## config.mk

```make
export PLATFORM = sky130hd
export DESIGN_NAME = arp_cache_table_flat
export DESIGN_NICKNAME = d
export VERILOG_FILES = /design/src/rtl/arp_cache_table_if.sv /design/src/rtl/arp_cache_table.sv /design/src/flat_wrapper.sv
export SDC_FILE = /design/constraint.sdc
export NUM_CORES = 1
export LEC_CHECK = 0
export BUFFER_PORTS_ARGS = -buffer_cell sky130_fd_sc_hd__buf_2
export CORE_MARGIN = 4
export CORE_UTILIZATION = 52
export CTS_BUF_LIST = sky130_fd_sc_hd__clkbuf_4 sky130_fd_sc_hd__clkbuf_8
export CTS_CLUSTER_DIAMETER = 60
export CTS_CLUSTER_SIZE = 8
export DETAILED_ROUTE_END_ITERATION = 7
export MAX_ROUTING_LAYER = met4
export PLACE_DENSITY_LB_ADDON = 0.1
export REMOVE_ABC_BUFFERS = 1
export SETUP_SLACK_MARGIN = 0.5
export SLEW_MARGIN = 20
export SYNTH_ARGS = -nofsm -noshare
export SYNTH_HDL_FRONTEND = slang
export SYNTH_SLANG_ARGS = --single-unit
```

## constraint.sdc

```tcl
create_clock -name aclk -period 6.83 [get_ports aclk]
set_input_delay 0.3415 -clock aclk [delete_from_list [all_inputs] [get_ports aclk]]
set_output_delay 0.3415 -clock aclk [all_outputs]
set_load 0.1 [all_outputs]
```

## src/rtl/arp_cache_table_if.sv

```systemverilog
// Bus bundle between an ARP cache table and its client (learn, lookup, request, aging).
// Handshake: lookup transfers on a rising edge where lookup_valid && lookup_ready; the client
// holds lookup_ip stable while lookup_valid is high. Every other strobe is a single-cycle pulse.
interface arp_cache_table_if #(
  parameter int ENTRIES = 4
);
  localparam int CW = $clog2(ENTRIES + 1);

  logic          learn_valid;
  logic [31:0]   learn_ip;
  logic [47:0]   learn_mac;
  logic          lookup_valid;
  logic [31:0]   lookup_ip;
  logic          lookup_ready;
  logic          resp_valid;
  logic          resp_hit;
  logic [47:0]   resp_mac;
  logic          arp_rq_start;
  logic [31:0]   arp_rq_ip;
  logic          rq_fail;
  logic          age_tick;
  logic [CW-1:0] entry_count;

  modport master (
    output learn_valid, learn_ip, learn_mac, lookup_valid, lookup_ip, age_tick,
    input  lookup_ready, resp_valid, resp_hit, resp_mac, arp_rq_start, arp_rq_ip, rq_fail,
           entry_count
  );

  modport slave (
    input  learn_valid, learn_ip, learn_mac, lookup_valid, lookup_ip, age_tick,
    output lookup_ready, resp_valid, resp_hit, resp_mac, arp_rq_start, arp_rq_ip, rq_fail,
           entry_count
  );
endinterface

```

## src/rtl/arp_cache_table.sv

```systemverilog
// IP-to-MAC cache with aging and LRU-by-age replacement, plus a lookup FSM that issues
// ARP requests on a miss and retries on age_tick-based timeouts.
module arp_cache_table #(
  parameter int ENTRIES    = 4,
  parameter int AGE_MAX    = 300,
  parameter int RQ_TIMEOUT = 2,
  parameter int RQ_RETRIES = 3
) (
  input  logic             aclk,
  input  logic             areset,
  arp_cache_table_if.slave bus,
  output logic [1:0]       dbg_state
);
  localparam int IW = $clog2(ENTRIES);
  localparam int CW = $clog2(ENTRIES + 1);

  typedef enum logic [1:0] {IDLE = 2'd0, RESP = 2'd1, WAIT_RQ = 2'd2} state_t;

  state_t              state_q, state_d;
  logic [ENTRIES-1:0]  valid_q, valid_d;
  logic [31:0]         ip_q  [ENTRIES];
  logic [31:0]         ip_d  [ENTRIES];
  logic [47:0]         mac_q [ENTRIES];
  logic [47:0]         mac_d [ENTRIES];
  logic [15:0]         age_q [ENTRIES];
  logic [15:0]         age_d [ENTRIES];
  logic [CW-1:0]       entry_count_q, entry_count_d;
  logic                lookup_ready_q, lookup_ready_d;
  logic                resp_valid_q, resp_valid_d;
  logic                resp_hit_q, resp_hit_d;
  logic [47:0]         resp_mac_q, resp_mac_d;
  logic                arp_rq_start_q, arp_rq_start_d;
  logic [31:0]         arp_rq_ip_q, arp_rq_ip_d;
  logic                rq_fail_q, rq_fail_d;
  logic [3:0]          retry_q, retry_d;
  logic [7:0]          tmo_q, tmo_d;

  logic                learn_en, learn_match, learn_free, lk_hit, rq_reply, tmo_done;
  logic [IW-1:0]       match_idx, free_idx, old_idx, wr_idx;
  logic [15:0]         old_age;
  logic [47:0]         lk_mac;
  logic [CW-1:0]       pop;

  // All searches look at the registered table, so a lookup never sees a same-cycle learn.
  always_comb begin
    learn_en    = bus.learn_valid && (bus.learn_ip != 32'd0);
    learn_match = 1'b0;
    match_idx   = '0;
    learn_free  = 1'b0;
    free_idx    = '0;
    old_idx     = '0;
    old_age     = age_q[0];
    lk_hit      = 1'b0;
    lk_mac      = '0;
    pop         = '0;
    for (int i = 0; i < ENTRIES; i++) begin
      if (valid_q[i] && (ip_q[i] == bus.learn_ip) && !learn_match) begin
        learn_match = 1'b1;
        match_idx   = IW'(i);
      end
      if (!valid_q[i] && !learn_free) begin
        learn_free = 1'b1;
        free_idx   = IW'(i);
      end
      if (age_q[i] > old_age) begin
        old_age = age_q[i];
        old_idx = IW'(i);
      end
      if (valid_q[i] && (ip_q[i] == bus.lookup_ip) && !lk_hit) begin
        lk_hit = 1'b1;
        lk_mac = mac_q[i];
      end
      pop = pop + CW'(valid_q[i]);
    end
    wr_idx = learn_match ? match_idx : (learn_free ? free_idx : old_idx);
  end

  // Aging first, then the learn write overrides so a learned entry always lands at age 0.
  always_comb begin
    valid_d = valid_q;
    ip_d    = ip_q;
    mac_d   = mac_q;
    age_d   = age_q;
    if (bus.age_tick) begin
      for (int i = 0; i < ENTRIES; i++) begin
        if (valid_q[i]) begin
          if (17'(age_q[i]) + 17'd1 >= 17'(AGE_MAX)) begin
            valid_d[i] = 1'b0;
            age_d[i]   = '0;
          end else begin
            age_d[i] = age_q[i] + 16'd1;
          end
        end
      end
    end
    if (learn_en) begin
      valid_d[wr_idx] = 1'b1;
      ip_d[wr_idx]    = bus.learn_ip;
      mac_d[wr_idx]   = bus.learn_mac;
      age_d[wr_idx]   = '0;
    end
  end

  always_comb begin
    rq_reply       = learn_en && (bus.learn_ip == arp_rq_ip_q);
    tmo_done       = 9'(tmo_q) + 9'd1 >= 9'(RQ_TIMEOUT);
    state_d        = state_q;
    resp_valid_d   = 1'b0;
    resp_hit_d     = 1'b0;
    resp_mac_d     = '0;
    arp_rq_start_d = 1'b0;
    arp_rq_ip_d    = arp_rq_ip_q;
    rq_fail_d      = 1'b0;
    retry_d        = retry_q;
    tmo_d          = tmo_q;
    case (state_q)
      IDLE: begin
        retry_d = '0;
        tmo_d   = '0;
        if (bus.lookup_valid && lookup_ready_q) begin
          state_d      = RESP;
          resp_valid_d = 1'b1;
          resp_hit_d   = lk_hit;
          resp_mac_d   = lk_mac;
          if (!lk_hit) begin
            arp_rq_start_d = 1'b1;
            arp_rq_ip_d    = bus.lookup_ip;
          end
        end
      end
      RESP: begin
        if (resp_hit_q || rq_reply) begin
          state_d = IDLE;
        end else begin
          state_d = WAIT_RQ;
          retry_d = 4'd1;
          tmo_d   = '0;
        end
      end
      WAIT_RQ: begin
        // A matching reply beats a timeout landing on the same edge.
        if (rq_reply) begin
          state_d = IDLE;
        end else if (bus.age_tick) begin
          if (!tmo_done) begin
            tmo_d = tmo_q + 8'd1;
          end else if (retry_q < 4'(RQ_RETRIES)) begin
            arp_rq_start_d = 1'b1;
            retry_d        = retry_q + 4'd1;
            tmo_d          = '0;
          end else begin
            rq_fail_d = 1'b1;
            state_d   = IDLE;
          end
        end
      end
      default: state_d = IDLE;
    endcase
    lookup_ready_d = (state_d == IDLE);
    entry_count_d  = pop;
  end

  always_ff @(posedge aclk) begin
    if (areset) begin
      state_q        <= IDLE;
      valid_q        <= '0;
      for (int i = 0; i < ENTRIES; i++) begin
        ip_q[i]  <= '0;
        mac_q[i] <= '0;
        age_q[i] <= '0;
      end
      entry_count_q  <= '0;
      lookup_ready_q <= 1'b0;
      resp_valid_q   <= 1'b0;
      resp_hit_q     <= 1'b0;
      resp_mac_q     <= '0;
      arp_rq_start_q <= 1'b0;
      arp_rq_ip_q    <= '0;
      rq_fail_q      <= 1'b0;
      retry_q        <= '0;
      tmo_q          <= '0;
    end else begin
      state_q        <= state_d;
      valid_q        <= valid_d;
      ip_q           <= ip_d;
      mac_q          <= mac_d;
      age_q          <= age_d;
      entry_count_q  <= entry_count_d;
      lookup_ready_q <= lookup_ready_d;
      resp_valid_q   <= resp_valid_d;
      resp_hit_q     <= resp_hit_d;
      resp_mac_q     <= resp_mac_d;
      arp_rq_start_q <= arp_rq_start_d;
      arp_rq_ip_q    <= arp_rq_ip_d;
      rq_fail_q      <= rq_fail_d;
      retry_q        <= retry_d;
      tmo_q          <= tmo_d;
    end
  end

  assign bus.lookup_ready = lookup_ready_q;
  assign bus.resp_valid   = resp_valid_q;
  assign bus.resp_hit     = resp_hit_q;
  assign bus.resp_mac     = resp_mac_q;
  assign bus.arp_rq_start = arp_rq_start_q;
  assign bus.arp_rq_ip    = arp_rq_ip_q;
  assign bus.rq_fail      = rq_fail_q;
  assign bus.entry_count  = entry_count_q;
  assign dbg_state        = state_q;
endmodule

```

## src/flat_wrapper.sv

```systemverilog
// flat-port wrapper written by rule: the top's interface ports become plain ports
module arp_cache_table_flat 
#(
  parameter int ENTRIES    = 4,
  parameter int AGE_MAX    = 300,
  parameter int RQ_TIMEOUT = 2,
  parameter int RQ_RETRIES = 3
)
  (aclk, areset, dbg_state, bus_learn_valid, bus_learn_ip, bus_learn_mac, bus_lookup_valid, bus_lookup_ip, bus_age_tick, bus_lookup_ready, bus_resp_valid, bus_resp_hit, bus_resp_mac, bus_arp_rq_start, bus_arp_rq_ip, bus_rq_fail, bus_entry_count);
  arp_cache_table_if #(.ENTRIES(ENTRIES)) bus_i ();
  input  logic aclk;
  input  logic areset;
  output logic [1:0] dbg_state;
  input wire logic [$bits(bus_i.learn_valid)-1:0] bus_learn_valid;
  input wire logic [$bits(bus_i.learn_ip)-1:0] bus_learn_ip;
  input wire logic [$bits(bus_i.learn_mac)-1:0] bus_learn_mac;
  input wire logic [$bits(bus_i.lookup_valid)-1:0] bus_lookup_valid;
  input wire logic [$bits(bus_i.lookup_ip)-1:0] bus_lookup_ip;
  input wire logic [$bits(bus_i.age_tick)-1:0] bus_age_tick;
  output wire logic [$bits(bus_i.lookup_ready)-1:0] bus_lookup_ready;
  output wire logic [$bits(bus_i.resp_valid)-1:0] bus_resp_valid;
  output wire logic [$bits(bus_i.resp_hit)-1:0] bus_resp_hit;
  output wire logic [$bits(bus_i.resp_mac)-1:0] bus_resp_mac;
  output wire logic [$bits(bus_i.arp_rq_start)-1:0] bus_arp_rq_start;
  output wire logic [$bits(bus_i.arp_rq_ip)-1:0] bus_arp_rq_ip;
  output wire logic [$bits(bus_i.rq_fail)-1:0] bus_rq_fail;
  output wire logic [$bits(bus_i.entry_count)-1:0] bus_entry_count;
  assign bus_i.learn_valid = bus_learn_valid;
  assign bus_i.learn_ip = bus_learn_ip;
  assign bus_i.learn_mac = bus_learn_mac;
  assign bus_i.lookup_valid = bus_lookup_valid;
  assign bus_i.lookup_ip = bus_lookup_ip;
  assign bus_i.age_tick = bus_age_tick;
  assign bus_lookup_ready = bus_i.lookup_ready;
  assign bus_resp_valid = bus_i.resp_valid;
  assign bus_resp_hit = bus_i.resp_hit;
  assign bus_resp_mac = bus_i.resp_mac;
  assign bus_arp_rq_start = bus_i.arp_rq_start;
  assign bus_arp_rq_ip = bus_i.arp_rq_ip;
  assign bus_rq_fail = bus_i.rq_fail;
  assign bus_entry_count = bus_i.entry_count;
  arp_cache_table #(.ENTRIES(ENTRIES), .AGE_MAX(AGE_MAX), .RQ_TIMEOUT(RQ_TIMEOUT), .RQ_RETRIES(RQ_RETRIES)) u_core (.aclk(aclk), .areset(areset), .bus(bus_i), .dbg_state(dbg_state));
endmodule
```

* After elaboration in Yosys (flattened, before gate mapping)
Cells that the tools add are included.
** Cells by class
- $add $sub $neg :: 14
- $mul :: 0
- Divide/modulo/power cells :: 0
- $lt $le $gt $ge :: 13
- Eq/ne operators :: 17
- Shifts and indexed selects :: 0
- Multiplexer cells :: 87
- Bitwise operators :: 10
- Reduce and logical (&&, ||, !) cells :: 44
** Operators with widths (count)
- == test 32 bit :: 9
- 2-to-1 mux 48 bit :: 5
- bitwise mux 192 bit :: 1
- 2-to-1 mux 16 bit :: 11
- bitwise mux 128 bit :: 1
- 2-to-1 mux 64 bit :: 2
- demux 48 bit (select 2 bit) :: 1
- adder 16 x 1 -> 17 bit (second input constant) :: 4
- >= comparator 17 x 9 -> 1 bit (second input constant) :: 4
- adder 16 x 1 -> 16 bit (second input constant) :: 4
- bitwise AND 64 bit :: 1
- demux 32 bit (select 2 bit) :: 1
- inverter 64 bit :: 1
- greater-than comparator 16 bit :: 3
- 2-to-1 mux 8 bit :: 5
- demux 16 bit (select 2 bit) :: 1
- 2-to-1 mux 1 bit :: 32
- 2-to-1 mux 32 bit :: 1
- nonzero test 32 bit :: 1
- 2-to-1 mux 2 bit :: 14
- 2-to-1 mux 4 bit :: 7
- one-hot mux 8 bit (3 select lines) :: 1
- logical AND 1 bit :: 22
- one-hot mux 4 bit (3 select lines) :: 1
- other kinds (32) :: 52
** Storage, ports and cells
- Register bits :: 490
- Bits in latches :: 0
- Bits in writable memories :: 0
- ROM bits :: 0
- Output and inout bits :: 90
- Memories :: 0

* Depth between registers and ports, before layout
Gate-level depths: netlist (run 1).
- Word-level depth :: 21
- Depth in mapped cells :: 33
- Gate-level depth less buffers :: 27

* Worst setup path after synthesis (run 1)
No wires, ideal clock.
- Path type :: register -> register
- Start point :: reg u_core.age_q[56] (netlist name)
- End point :: reg u_core.ip_q[73] (netlist name)
- Setup time :: 116 ps
- Arrival :: 6289 ps
- Setup slack :: 424 ps
- Cell stages (with the launch flop) :: 31
- Period minus slack after synthesis :: 6406 ps
- Cells stage by stage :: dfxtp_1 -> clkbuf_1 -> inv_1 -> ha_1 -> nand4_1 -> nor2_1 -> o2bb2ai_1 -> a2111o_1 -> nand2_1 -> clkbuf_1 -> mux2i_1 -> ha_1 -> nand4_1 -> nor4_1 -> a21boi_0 -> or4b_1 -> nand2_1 -> clkbuf_1 -> o21ai_0 -> ha_1 -> nor2b_1 -> o211ai_1 -> a2111o_1 -> a31oi_1 -> nand2_1 -> nand2_1 -> a21o_1 -> clkbuf_1 -> clkbuf_1 -> a21oi_1 -> a41o_1
** On the way
- Word-level cells in the longest chain between the ends :: 14
- Elaborated cells between the ends (all ways) :: 17
- Those cells by class :: 5 x order compare; 10 x mux; 1 x bitwise; 1 x reduce/logical
** Ends and longest elaborated chain
- start, declared :: line arp_cache_table.sv:25 : logic [15:0] age_q [ENTRIES];
- start signal, assigned :: line arp_cache_table.sv:187 : age_q <= age_d;
- greater-than comparator 16 bit :: line arp_cache_table.sv:65 : if (age_q[i] > old_age) begin
- 2-to-1 mux 16 bit :: line arp_cache_table.sv:65
- greater-than comparator 16 bit :: line arp_cache_table.sv:65
- 2-to-1 mux 16 bit :: line arp_cache_table.sv:65
- greater-than comparator 16 bit :: line arp_cache_table.sv:65
- 2-to-1 mux 2 bit * :: line arp_cache_table.sv:65
- 2-to-1 mux 2 bit * (2 in a row) :: line arp_cache_table.sv:75 : wr_idx = learn_match ? match_idx : (learn_free ? free_idx : old_idx);
- inverter 2 -> 3 bit (not written as such) * :: line arp_cache_table.sv:98 : ip_d[wr_idx] = bus.learn_ip;
- >= comparator 3 bit (not written as such) or less-than comparator 3 x 1 -> 1 bit (tied branches) :: line arp_cache_table.sv:98
- logical AND 1 bit (not written as such) :: line arp_cache_table.sv:98
- 2-to-1 mux 32 bit (not written as such) :: line arp_cache_table.sv:98
- demux 32 bit (select 2 bit) * :: line arp_cache_table.sv:98
- bitwise mux 128 bit * :: line arp_cache_table.sv:98
- end signal, assigned :: line arp_cache_table.sv:185 : ip_q <= ip_d;
- end, declared :: line arp_cache_table.sv:21 : logic [31:0] ip_q [ENTRIES];
Every way passes the cells marked *; elsewhere a longest branch is shown, timed or not.
A chain may end at the register's enable or synchronous reset.

* Worst setup path after layout (run 1)
- Start point :: reg u_core.age_q[53] (netlist name)
- End point :: reg u_core.mac_q[64] (netlist name)
** On the way
- Word-level cells in the longest chain between the ends :: 14
- Elaborated cells between the ends (all ways) :: 17
- Those cells by class :: 5 x order compare; 10 x mux; 1 x bitwise; 1 x reduce/logical
** Ends and longest elaborated chain
- greater-than comparator 16 bit :: line arp_cache_table.sv:65
- 2-to-1 mux 16 bit :: line arp_cache_table.sv:65
- greater-than comparator 16 bit :: line arp_cache_table.sv:65
- 2-to-1 mux 16 bit :: line arp_cache_table.sv:65
- greater-than comparator 16 bit :: line arp_cache_table.sv:65
- 2-to-1 mux 2 bit * :: line arp_cache_table.sv:65
- 2-to-1 mux 2 bit * (2 in a row) :: line arp_cache_table.sv:75
- inverter 2 -> 3 bit (not written as such) * :: line arp_cache_table.sv:99 : mac_d[wr_idx] = bus.learn_mac;
- >= comparator 3 bit (not written as such) or less-than comparator 3 x 1 -> 1 bit (tied branches) :: line arp_cache_table.sv:99
- logical AND 1 bit (not written as such) :: line arp_cache_table.sv:99
- 2-to-1 mux 48 bit (not written as such) :: line arp_cache_table.sv:99
- demux 48 bit (select 2 bit) * :: line arp_cache_table.sv:99
- bitwise mux 192 bit * :: line arp_cache_table.sv:99
- end signal, assigned :: line arp_cache_table.sv:186 : mac_q <= mac_d;
- end, declared :: line arp_cache_table.sv:23 : logic [47:0] mac_q [ENTRIES];
Marks and branches as above.

==> metrics.md, run 1 <==
| Metric | Value |
|---|---|
| Die area | around 52,000 µm² |
| Leakage Power | 12.88 nW |
| RSZ-0062 raised after global routing | true |
| Period minus WS final | between 6000 and 7000 ps |
| # placed instances | 3,481 |
| Routability Congestion | roughly 0.94 |
| Vias in the first global route | 20,610 |
| Most utilized layer in the global route result | met2 |
| Clock Skews | 36.71 ps |
| Initial Util | 0.5246 |
| GR Util met2 | 0.4543 |
| Sequential area share after synthesis | 0.3925 |
| Worst Path Class, Setup | reg -> reg |
| Avg WL per Cell | ~22 µm |
| Share of layout cells above drive strength 1 | 0.1683 |
| DRT iter0 DRCs | 2,235 |
| Slew HR | 0.2711 |
| Worst slew pin tran | 1093 ps |
| # IOs | 207 |
| M1 GR Usage | 0.3963 |
| Most used DFF post-synth | dfxtp_1 |
| CTS tree | done |
| M3 GR Usage | 0.07299 |
| Syn Area/Cell | 8.786 µm² |
| Proportion of synthesized area in mux cells | 0.1354 |
| Post-Synthesis Cell Area | between 20,000 and 25,000 µm² |
| Post-Route WL | 80,210 µm |
| Die Ht | approximately 230 µm |
| DRC viols | 0 |
| Largest family of logic cells by synthesized area | simple AND/OR/NAND/NOR gates |
| # nets final | 3,221 |
| Fmax | 156.5 MHz |
| Design Power | 0.006341 W |
| CP max-delay cell | or4b_4 |
| Gate count of the mapped netlist | ~2,800 |
| CTS Sinks | 490 |
| CP endpoint kind | flop |
| Synth Area in XOR/XNOR | 0.1016 |
| CTS clk-pin slew, worst paths | 60 ps |
| Count of input and output buffers | 206 |
| Row Count | 80 |
| Initial antenna violation count | 7 |
| Core ar. | 47,650 µm² |
| Crit path DAT | 6900 ps |
| Non-Filler Instances | 3,670 |
| Slowest stage delay, CP | ~600 ps |
| Largest net degree at the start of global routing | 184 |
| Final Hold Fails | 0 |
| H-tree depth | 3 |
| Async set-reset flop share out of synthesis | 0 |
| Clock latency on the worst-skew pair | between 600 and 700 ps |
| CP startpoint kind | flop |
| Chip width | 227.2 µm |
| Final ANT Viol Nets | 0 |
| Most frequent cells in the layout | dfxtp_1, nor2_1, mux2i_1 |
| Yosys warns | 0 |
| Yosys cell types | 71 |
| TritonRoute pass-1 iters | 5 |
| Seq cells post-synth | 490 |
| Final Cycle Share | 0.9356 |
| Post-synthesis compound-gate area fraction | 0.1147 |
| Status | finished, final reports clean |
| Clock root buffer | clkbuf_8 |
| Post-Place Setup Slack | -239.7 ps |
| Post-synth EDFFs | 0 |
| Post-Synth Simple-Gate Area | 0.1685 |
| Gr usage total | 0.3003 |
| CTS max path bufs | 3 |
| First-pass GRT wire length | 118,400 µm |
| Adder-cell area share of the yosys netlist | 0.03434 |
| MaxCap Viol Count | 0 |
| Final slew viol count | 0 |
| Setup ws final | 439.7 ps |
| DPL Wire Length | 50,730 µm |
| PwrDens | around 220 nW/µm² |
| Via/cell ratio | between 5 and 6 |
| Setup violators final | 0 |
| Tightest Hold Check Type | in -> reg |
| Max VDD drop | 198.5 µV |
| Worst endpoint required time | approximately 7300 ps |
| Gr ovfl total | 0 |
| Area growth syn-to-layout | 17.01% |
| Worst Path Max Fanout | 14 |
| CTS buffer count | between 70 and 80 |
| Total number of vias | 21,680 |
| Commonest non-fill, non-tap cell in the layout | dfxtp_1 |
## sequential cells by signal, summed over array words and instances, names as in the netlist, 2 cells and up
name                    flops
u_core.tmo_q                8
u_core.valid_q              4
u_core.mac_q              192
u_core.bus.arp_rq_ip       32
u_core.bus.entry_count      3
u_core.retry_q              4
u_core.bus.resp_mac        48
u_core.dbg_state            2
u_core.age_q               64
u_core.ip_q               128
## cell usage after synthesis, types with 7 or more instances
master	n	area [µm²]
or3_1	13	81.33
mux2i_1	337	3373
nor2_1	326	1224
and4_1	9	78.83
buf_2	39	195.2
nor4_1	61	381.6
nand2b_1	10	62.56
and3_1	76	475.5
o21ai_0	105	525.5
clkbuf_1	178	668.1
nand3_1	92	460.4
o31ai_1	7	52.55
nor2b_1	12	75.07
nor3_1	26	130.1
xnor2_1	92	805.8
nand2_1	155	581.8
a31oi_1	7	43.79
xor2_1	198	1734
inv_1	86	322.8
and2_1	17	106.4
dfxtp_1	490	9809
o21a_1	51	382.9
a311oi_1	7	61.31
a221oi_2	7	105.1
nand4_1	46	287.8
buf_1	12	45.04
a41o_1	32	320.3
ha_1	67	838.3
a21oi_1	192	960.9
## cell type report
type	count	area [µm²]
clock inverter	8	88.84
timing repair buffer	355	2765
fill	4186	18400
tap	615	769.5
clock buffer	78	1049
sequential	490	9847
multi-input combinational	2030	14380
antenna	7	17.52
inverter	87	331.6
## path summary, 6_finish.rpt
kind	cells past startpoint	endpoint	start	slack [ps]
worst max register to register	28	u_core.mac_q[64]	u_core.age_q[53]	440
worst min-delay path	4	u_core.dbg_state[1]	bus_lookup_valid	70
worst max-delay path	28	u_core.mac_q[64]	u_core.age_q[53]	440
worst min register to register	2	u_core.bus.resp_mac[0]	u_core.mac_q[0]	440
## layer usage
| metal | part of all wire | vias to the layer above | wire (µm) |
|---|---|---|---|
| li1 | - | 10200 | - |
| met1 | 0.43 | 10550 | 34860 |
| met2 | 0.45 | 770 | 36170 |
| met3 | 0.080 | 156 | 6416 |
| met4 | 0.034 | 0 | 2765 |
| met5 | 0 | - | 0 |
## what timing repair did
| action | in CTS | in global routing |
|---|---|---|
| hold endpoints to repair | 144 | 0 |
| resized for setup | 29 | 120 |
| pin swaps | 9 | 38 |
| gates cloned | 2 | 14 |
| endpoints found under the setup margin | 388 | 387 |
| buffers inserted | 5 | 27 |
| hold buffers | 48 | 0 |
## report_power, final
group | total [W] | switching (W) | internal [W]
clock network | 0.00214 | 0.00113 | 0.00101
logic | 0.00116 | 0.000763 | 0.000401
registers | 0.00304 | 0.0000799 | 0.00296
## worst max-delay path: cells and delay by family, from the launching register on
| kind | cells | cell delay, ps |
|---|---|---|
| flops | 1 | 390 |
| buf+inv | 6 | 860 |
| compound gates | 9 | 2310 |
| mux | 2 | 470 |
| simple gates | 8 | 1390 |
| fa+ha+maj | 3 | 790 |
## per-stage QoR
stage	TNS, ps	utilization	cell area [µm²]	hold slack, ps
3_5_place_dp	-25640	0.5545	26420	436.8
6_report	0	0.6138	29250	68.72
3_3_place_gp	-7053	0.5545	26420	436.2
2_1_floorplan	-1525920	-	24000	407.7
5_1_grt	0	0.6138	29250	72.32
4_1_cts	0	0.5926	28230	4.711
## kinds of logic (layout without fill, tap and decap cells)
group,after synthesis,after routing
xor gates and xnor gates,290,290
other,0,7
muxes,338,338
adders and majority gates,68,68
AOI/OAI and AO/OA,458,459
buffers and inverters,326,528
DFF,490,490
and+or+nand+nor,875,875
(Power assumes the default switching activity.)
==> run 2: changes to the inputs <==
GPL_TIMING_DRIVEN = 0   (was unset)
==> metrics.md, run 2 (synthesis gave the netlist of run 1 again) <==
| Metric | Value |
|---|---|
| Status | finished, final reports clean (unchanged) |
| DRC viols | 0 (unchanged) |
| Largest net degree at the start of global routing | 111 (was 184) |
| CTS tree | done (unchanged) |
| Initial antenna violation count | 10 (was 7) |
| Count of input and output buffers | 206 (unchanged) |
| Non-Filler Instances | 3,721 (was 3,670) |
| Die Ht | 227.2 µm (unchanged) |
| Reg2reg end | u_core.mac_q[61] (was u_core.mac_q[64]) |
| Setup ws final | 227.3 ps (was 439.7 ps) |
| CTS clk-pin slew, worst paths | 70 ps (was 60 ps) |
| Leakage Power | 13.39 nW (was 12.88 nW) |
| Clock latency on the worst-skew pair | 660 ps (was 680 ps) |
| CTS max path bufs | 3 (unchanged) |
| Post-Route WL | 83,150 µm (was 80,210 µm) |
| Gr usage total | 0.3051 (was 0.3003) |
| Initial Util | 0.5246 (unchanged) |
| Share of layout cells above drive strength 1 | 0.1979 (was 0.1683) |
| Chip width | 227.2 µm (unchanged) |
| Tightest Hold Check Type | in -> reg (unchanged) |
| Worst Reg2Reg Path Length in Cells | 30 (was 28) |
| Die area | 51,640 µm² (unchanged) |
| Total number of vias | 22,130 (was 21,680) |
| H-tree depth | 3 (unchanged) |
| First-pass GRT wire length | 120,500 µm (was 118,400 µm) |
| Worst hold start | bus_lookup_ip[5] (was bus_lookup_valid) |
| Hold Path End | u_core.bus.arp_rq_ip[5] (was u_core.dbg_state[1]) |
| Most flops, register | u_core.mac_q (unchanged) |
| WP buf/inv | 6 (unchanged) |
| RSZ-0062 raised after global routing | true (unchanged) |
| Hold depth | 3 (was 4) |
| Crit path max-delay family | compound AO/OA/AOI/OAI gates (unchanged) |
| Core ar. | 47,650 µm² (unchanged) |
| CP endpoint kind | flop (unchanged) |
| Routability Congestion | 0.9212 (was 0.9435) |
| # placed instances | 3,467 (was 3,481) |
| CTS buffer count | 71 (was 72) |
| Slowest stage delay, CP | 570 ps (was 590 ps) |
| Final slew viol count | 0 (unchanged) |
| DRT iter0 DRCs | 1,933 (was 2,235) |
| Setup violators final | 0 (unchanged) |
| PwrDens | 210.3 nW/µm² (was 216.8 nW/µm²) |
| Area growth syn-to-layout | 22.95% (was 17.01%) |
| Worst slew pin tran | 858.4 ps (was 1093 ps) |
| Reg2reg start | u_core.age_q[61] (was u_core.age_q[53]) |
| Via/cell ratio | 5.948 (was 5.906) |
| Gr ovfl total | 0 (unchanged) |
| Finished layout cell area | 30,730 µm² (was 29,250 µm²) |
| Final Cycle Share | 0.9667 (was 0.9356) |
| Slew HR | 0.4129 (was 0.2711) |
| Number of flip-flops in the largest register | 192 (unchanged) |
| MaxCap Viol Count | 0 (unchanged) |
| Post-DP Area | 26,620 µm² (was 26,420 µm²) |
| Design Power | 0.006462 W (was 0.006341 W) |
| Worst Path Class, Setup | reg -> reg (unchanged) |
| Avg WL per Cell | 22.35 µm (was 21.86 µm) |
| Clock Skews | 26.00 ps (was 36.71 ps) |
| Vias in the first global route | 21,150 (was 20,610) |
| Worst Path Max Fanout | 7 (was 14) |
| CP max-delay cell | or4b_4 (unchanged) |
| DPL Wire Length | 51,520 µm (was 50,730 µm) |
| Final Hold Fails | 0 (unchanged) |
| Crit-path most repeated cell | ha_4 |
| # nets final | 3,276 (was 3,221) |
| TritonRoute pass-1 iters | 6 (was 5) |
| Clock root buffer | clkbuf_8 (unchanged) |
| CP startpoint kind | flop (unchanged) |
| Crit path DAT | 7110 ps (was 6900 ps) |
| Commonest non-fill, non-tap cell in the layout | dfxtp_1 (unchanged) |
| Final ANT Viol Nets | 0 (unchanged) |
| Post-Place Setup Slack | -1209 ps (was -239.7 ps) |
| Period minus WS final | 6603 ps (was 6390 ps) |
| # IOs | 207 (unchanged) |
| Largest registers | u_core.mac_q: 192 flops, u_core.ip_q: 128 flops, u_core.age_q: 64 flops (unchanged) |
| Worst endpoint required time | 7330 ps (was 7340 ps) |
| Fmax | 151.5 MHz (was 156.5 MHz) |
| R2r setup slk | 230 ps (was 440 ps) |
| CTS Sinks | 490 (unchanged) |
| Most frequent cells in the layout | dfxtp_1, nor2_1, mux2i_1 (unchanged) |
| Post-layout util | 0.6450 (was 0.6138) |
| Max VDD drop | 171.9 µV (was 198.5 µV) |
| Row Count | 80 (unchanged) |
==> run 2: stage by stage <==
| stage | hold WS (ps) | TNS, ps |
|---|---|---|
| 2_1_floorplan | 407.7 | -1525920 |
| 3_3_place_gp | 437.6 | -3575620 |
| 3_5_place_dp | 438.7 | -332610 |
| 4_1_cts | 32.61 | 0 |
| 5_1_grt | 82.32 | 0 |
| 6_report | 64.04 | 0 |
==> run 2: repair_timing <==
item                                   4_1_cts  5_1_grt
endpoints found under the hold margin      141        0
buffers inserted                            52       30
hold buffers                                48        0
setup endpoints to repair                  388      375
pin swaps                                   27       62
cloned                                      10       26
gates resized for setup                    142      111
==> run 2: area by class of cell <==
class	instances	area (µm²)
inverters	87	336.6
multi-input cells	2032	14730
repair buffers	409	3886
well taps	615	769.5
clock buffers	75	1026
clock inverters	5	56.30
diodes	8	20.02
flip-flops and latches	490	9906
fillers	3916	16910
==> run 2: report_power, final <==
part / internal (W) / switching (W)
combinational: 0.000516 / 0.000826
clock: 0.000979 / 0.00111
sequential: 0.00295 / 0.0000820
==> run 2: how the worst max path moves through the flow <==
| stage | startpoint | endpoint | slack [ps] | cells after the start |
|---|---|---|---|---|
| 2_1_floorplan | u_core.age_q[55] | u_core.age_q[61] | -8130 | 25 |
| 3_3_place_gp | u_core.age_q[53] | u_core.age_q[61] | -14730 | 25 |
| 3_5_place_dp | u_core.age_q[55] | u_core.ip_q[107] | -1210 | 29 |
| 4_1_cts | u_core.age_q[63] | u_core.mac_q[158] | 430 | 31 |
| 5_1_grt | u_core.age_q[53] | u_core.mac_q[55] | 10 | 30 |
| 6_report | u_core.age_q[61] | u_core.mac_q[61] | 230 | 30 |
==> run 2: tightest hold or removal path, cell delays in order <==
cell and delay [ps]:
buf_2 170, mux2i_1 100, nor2_1 70
==> run 2: routing by layer <==
metal	track usage	wire [µm]	vias to the layer above
met1	0.3900	34720	10740
met4	0.1195	3349	0
met5	-	0	-
met3	0.06138	6298	210
li1	-	-	10320
met2	0.4781	38780	870
==> run 3: changes to the inputs <==
clock period = 5.8 ns   (was 6.83 ns; I/O delays follow)
==> metrics.md, run 3 (synthesis gave the netlist of run 1 again) <==
| Metric | Value |
|---|---|
| Clock root buffer | clkbuf_8 (unchanged) |
| CTS tree | done (unchanged) |
| First-pass GRT wire length | 123,200 µm (was 120,500 µm) |
| Most frequent cells in the layout | dfxtp_1, nor2_1, mux2i_1 (unchanged) |
| Setup ws final | -738.2 ps (was 227.3 ps) |
| Fill cell count | 3,881 (was 3,916) |
| PwrDens | 245.8 nW/µm² (was 210.3 nW/µm²) |
| Post-Route WL | 82,600 µm (was 83,150 µm) |
| CP max-delay cell | or4b_4 (unchanged) |
| Via/cell ratio | 5.937 (was 5.948) |
| Chip width | 227.2 µm (unchanged) |
| Count of input and output buffers | 206 (unchanged) |
| Fmax | 152.9 MHz (was 151.5 MHz) |
| Period minus WS final | 6538 ps (was 6603 ps) |
| WP buf/inv | 7 (was 6) |
| Commonest non-fill, non-tap cell in the layout | dfxtp_1 (unchanged) |
| Worst Path Max Fanout | 7 (unchanged) |
| Post-Place Setup Slack | -2239 ps (was -1209 ps) |
| TritonRoute pass-1 iters | 7 (was 6) |
| Total number of vias | 22,180 (was 22,130) |
| Initial Util | 0.5246 (unchanged) |
| # IOs | 207 (unchanged) |
| Worst slew pin tran | 912.9 ps (was 858.4 ps) |
| Final Hold Fails | 0 (unchanged) |
| DRC viols | 0 (unchanged) |
| CTS clk-pin slew, worst paths | 70 ps (about the same) |
| Final slew viol count | 0 (unchanged) |
| Routability Congestion | 0.9212 (unchanged) |
| CTS max path bufs | 3 (unchanged) |
| RSZ-0062 raised after global routing | true (unchanged) |
| MaxCap Viol Count | 0 (unchanged) |
| Slew HR | 0.3887 (was 0.4129) |
| Number of flip-flops in the largest register | 192 (unchanged) |
| CP endpoint kind | flop (unchanged) |
| Setup violators final | 388 (was 0) |
| DPL Wire Length | 51,520 µm (unchanged) |
| Leakage Power | 13.53 nW (was 13.39 nW) |
| Die area | 51,640 µm² (unchanged) |
| WHS | 40.52 ps (was 64.04 ps) |
| Worst Path Class, Setup | reg -> reg (unchanged) |
| Final ANT Viol Nets | 0 (unchanged) |
| Clock latency on the worst-skew pair | 660 ps (about the same) |
| Largest net degree at the start of global routing | 111 (unchanged) |
| # nets final | 3,292 (was 3,276) |
| CTS Sinks | 490 (unchanged) |
| Status | finished with violations (was finished, final reports clean) |
| Gr ovfl total | 0 (unchanged) |
| Area of the multi-input gates | 14,610 µm² (was 14,730 µm²) |
| Finished layout cell area | 30,870 µm² (was 30,730 µm²) |
| Crit path DAT | 7040 ps (was 7110 ps) |
| Vias in the first global route | 21,480 (was 21,150) |
| Die Ht | 227.2 µm (unchanged) |
| Final Cycle Share | 1.127 (was 0.9667) |
| CTS buffer count | 71 (unchanged) |
| Tightest Hold Check Type | in -> reg (unchanged) |
| Max VDD drop | 205.6 µV (was 171.9 µV) |
| CP startpoint kind | flop (unchanged) |
| Row Count | 80 (unchanged) |
| Worst endpoint required time | 6300 ps (was 7330 ps) |
| Sequential Area | 9906 µm² (unchanged) |
| Post-DP Area | 26,620 µm² (unchanged) |
| Slowest stage delay, CP | 570 ps (about the same) |
| Most flops, register | u_core.mac_q (unchanged) |
| Largest registers | u_core.mac_q: 192 flops, u_core.ip_q: 128 flops, u_core.age_q: 64 flops (unchanged) |
| DRT iter0 DRCs | 1,970 (was 1,933) |
| Crit path max-delay family | simple AND/OR/NAND/NOR gates (was compound AO/OA/AOI/OAI gates) |
| Avg WL per Cell | 22.12 µm (was 22.35 µm) |
| Area growth syn-to-layout | 23.49% (was 22.95%) |
| Clock Skews | 27.83 ps (was 26.00 ps) |
| Failing checks | setup timing |
| Share of layout cells above drive strength 1 | 0.1936 (was 0.1979) |
| Core ar. | 47,650 µm² (unchanged) |
| Gr usage total | 0.3130 (was 0.3051) |
| Initial antenna violation count | 8 (was 10) |
| H-tree depth | 3 (unchanged) |
[run 3: changes by cell type in the layout (fill, tap and decap cells not counted), sizes merged]
cell	change
buf	+20
dlygate4sd3	+4
bufbuf	+2
clkbuf	-11
nand2	+1
diode	-2
[run 3: path summary, 6_finish.rpt]
| path | cells past startpoint | slack [ps] | end | start |
|---|---|---|---|---|
| worst max-delay path | 31 | -740 | u_core.mac_q[158] | u_core.age_q[61] |
| worst min-delay path | 3 | 40 | u_core.bus.arp_rq_ip[4] | bus_lookup_ip[4] |
| worst max register to register | 31 | -740 | u_core.mac_q[158] | u_core.age_q[61] |
| worst min register to register | 2 | 450 | u_core.bus.resp_mac[26] | u_core.mac_q[26] |
[run 3: cell type report]
type                       instances  share of cell area
antenna                            6           0.0004864
clock inverter                     5            0.001824
timing repair buffer             424              0.1345
tap                              615             0.02493
clock buffer                      75             0.03324
inverter                          87             0.01090
sequential                       490              0.3209
multi-input combinational       2033              0.4732
[run 3: routing by layer]
layer,GRT usage,part of all wire
met1,0.3980,0.42
met2,0.4929,0.46
met3,0.05996,0.074
met4,0.1269,0.039
met5,-,0
[run 3: per-stage QoR]
stage	total power [W]	cells	utilization	setup TNS, ps
floorplan	0.004462	2606	-	-1925560
global placement	0.004902	3427	0.5414	-4052870
detailed placement	0.004872	3467	0.5587	-732250
CTS	0.007555	3693	0.6328	-171750
global route	0.007868	3735	0.6478	-285980
finish	0.007586	3735	0.6478	-203890
[run 3: worst min-delay path, cell delays in order]
cell	delay (ps)
buf_2	180
mux2i_1	100
nor2_1	80
[run 3: what timing repair did]
| action | 4_1_cts | 5_1_grt |
|---|---|---|
| gates resized for setup | 189 | 63 |
| pin swaps | 33 | 33 |
| hold buffers | 52 | 0 |
| setup buffers | 74 | 24 |
| cloned | 20 | 12 |
| endpoints found under the hold margin | 149 | 0 |
| setup endpoints to repair | 388 | 388 |
[run 3: where the power goes]
group / leakage, nW / total, W / switching [W] / internal (W)
Sequential: 3.99 / 0.00357 / 0.0000968 / 0.00347
Clock: 0.561 / 0.00246 / 0.00130 / 0.00115
Combinational: 8.98 / 0.00156 / 0.000963 / 0.000597
Total: 13.5 / 0.00759 / 0.00236 / 0.00522
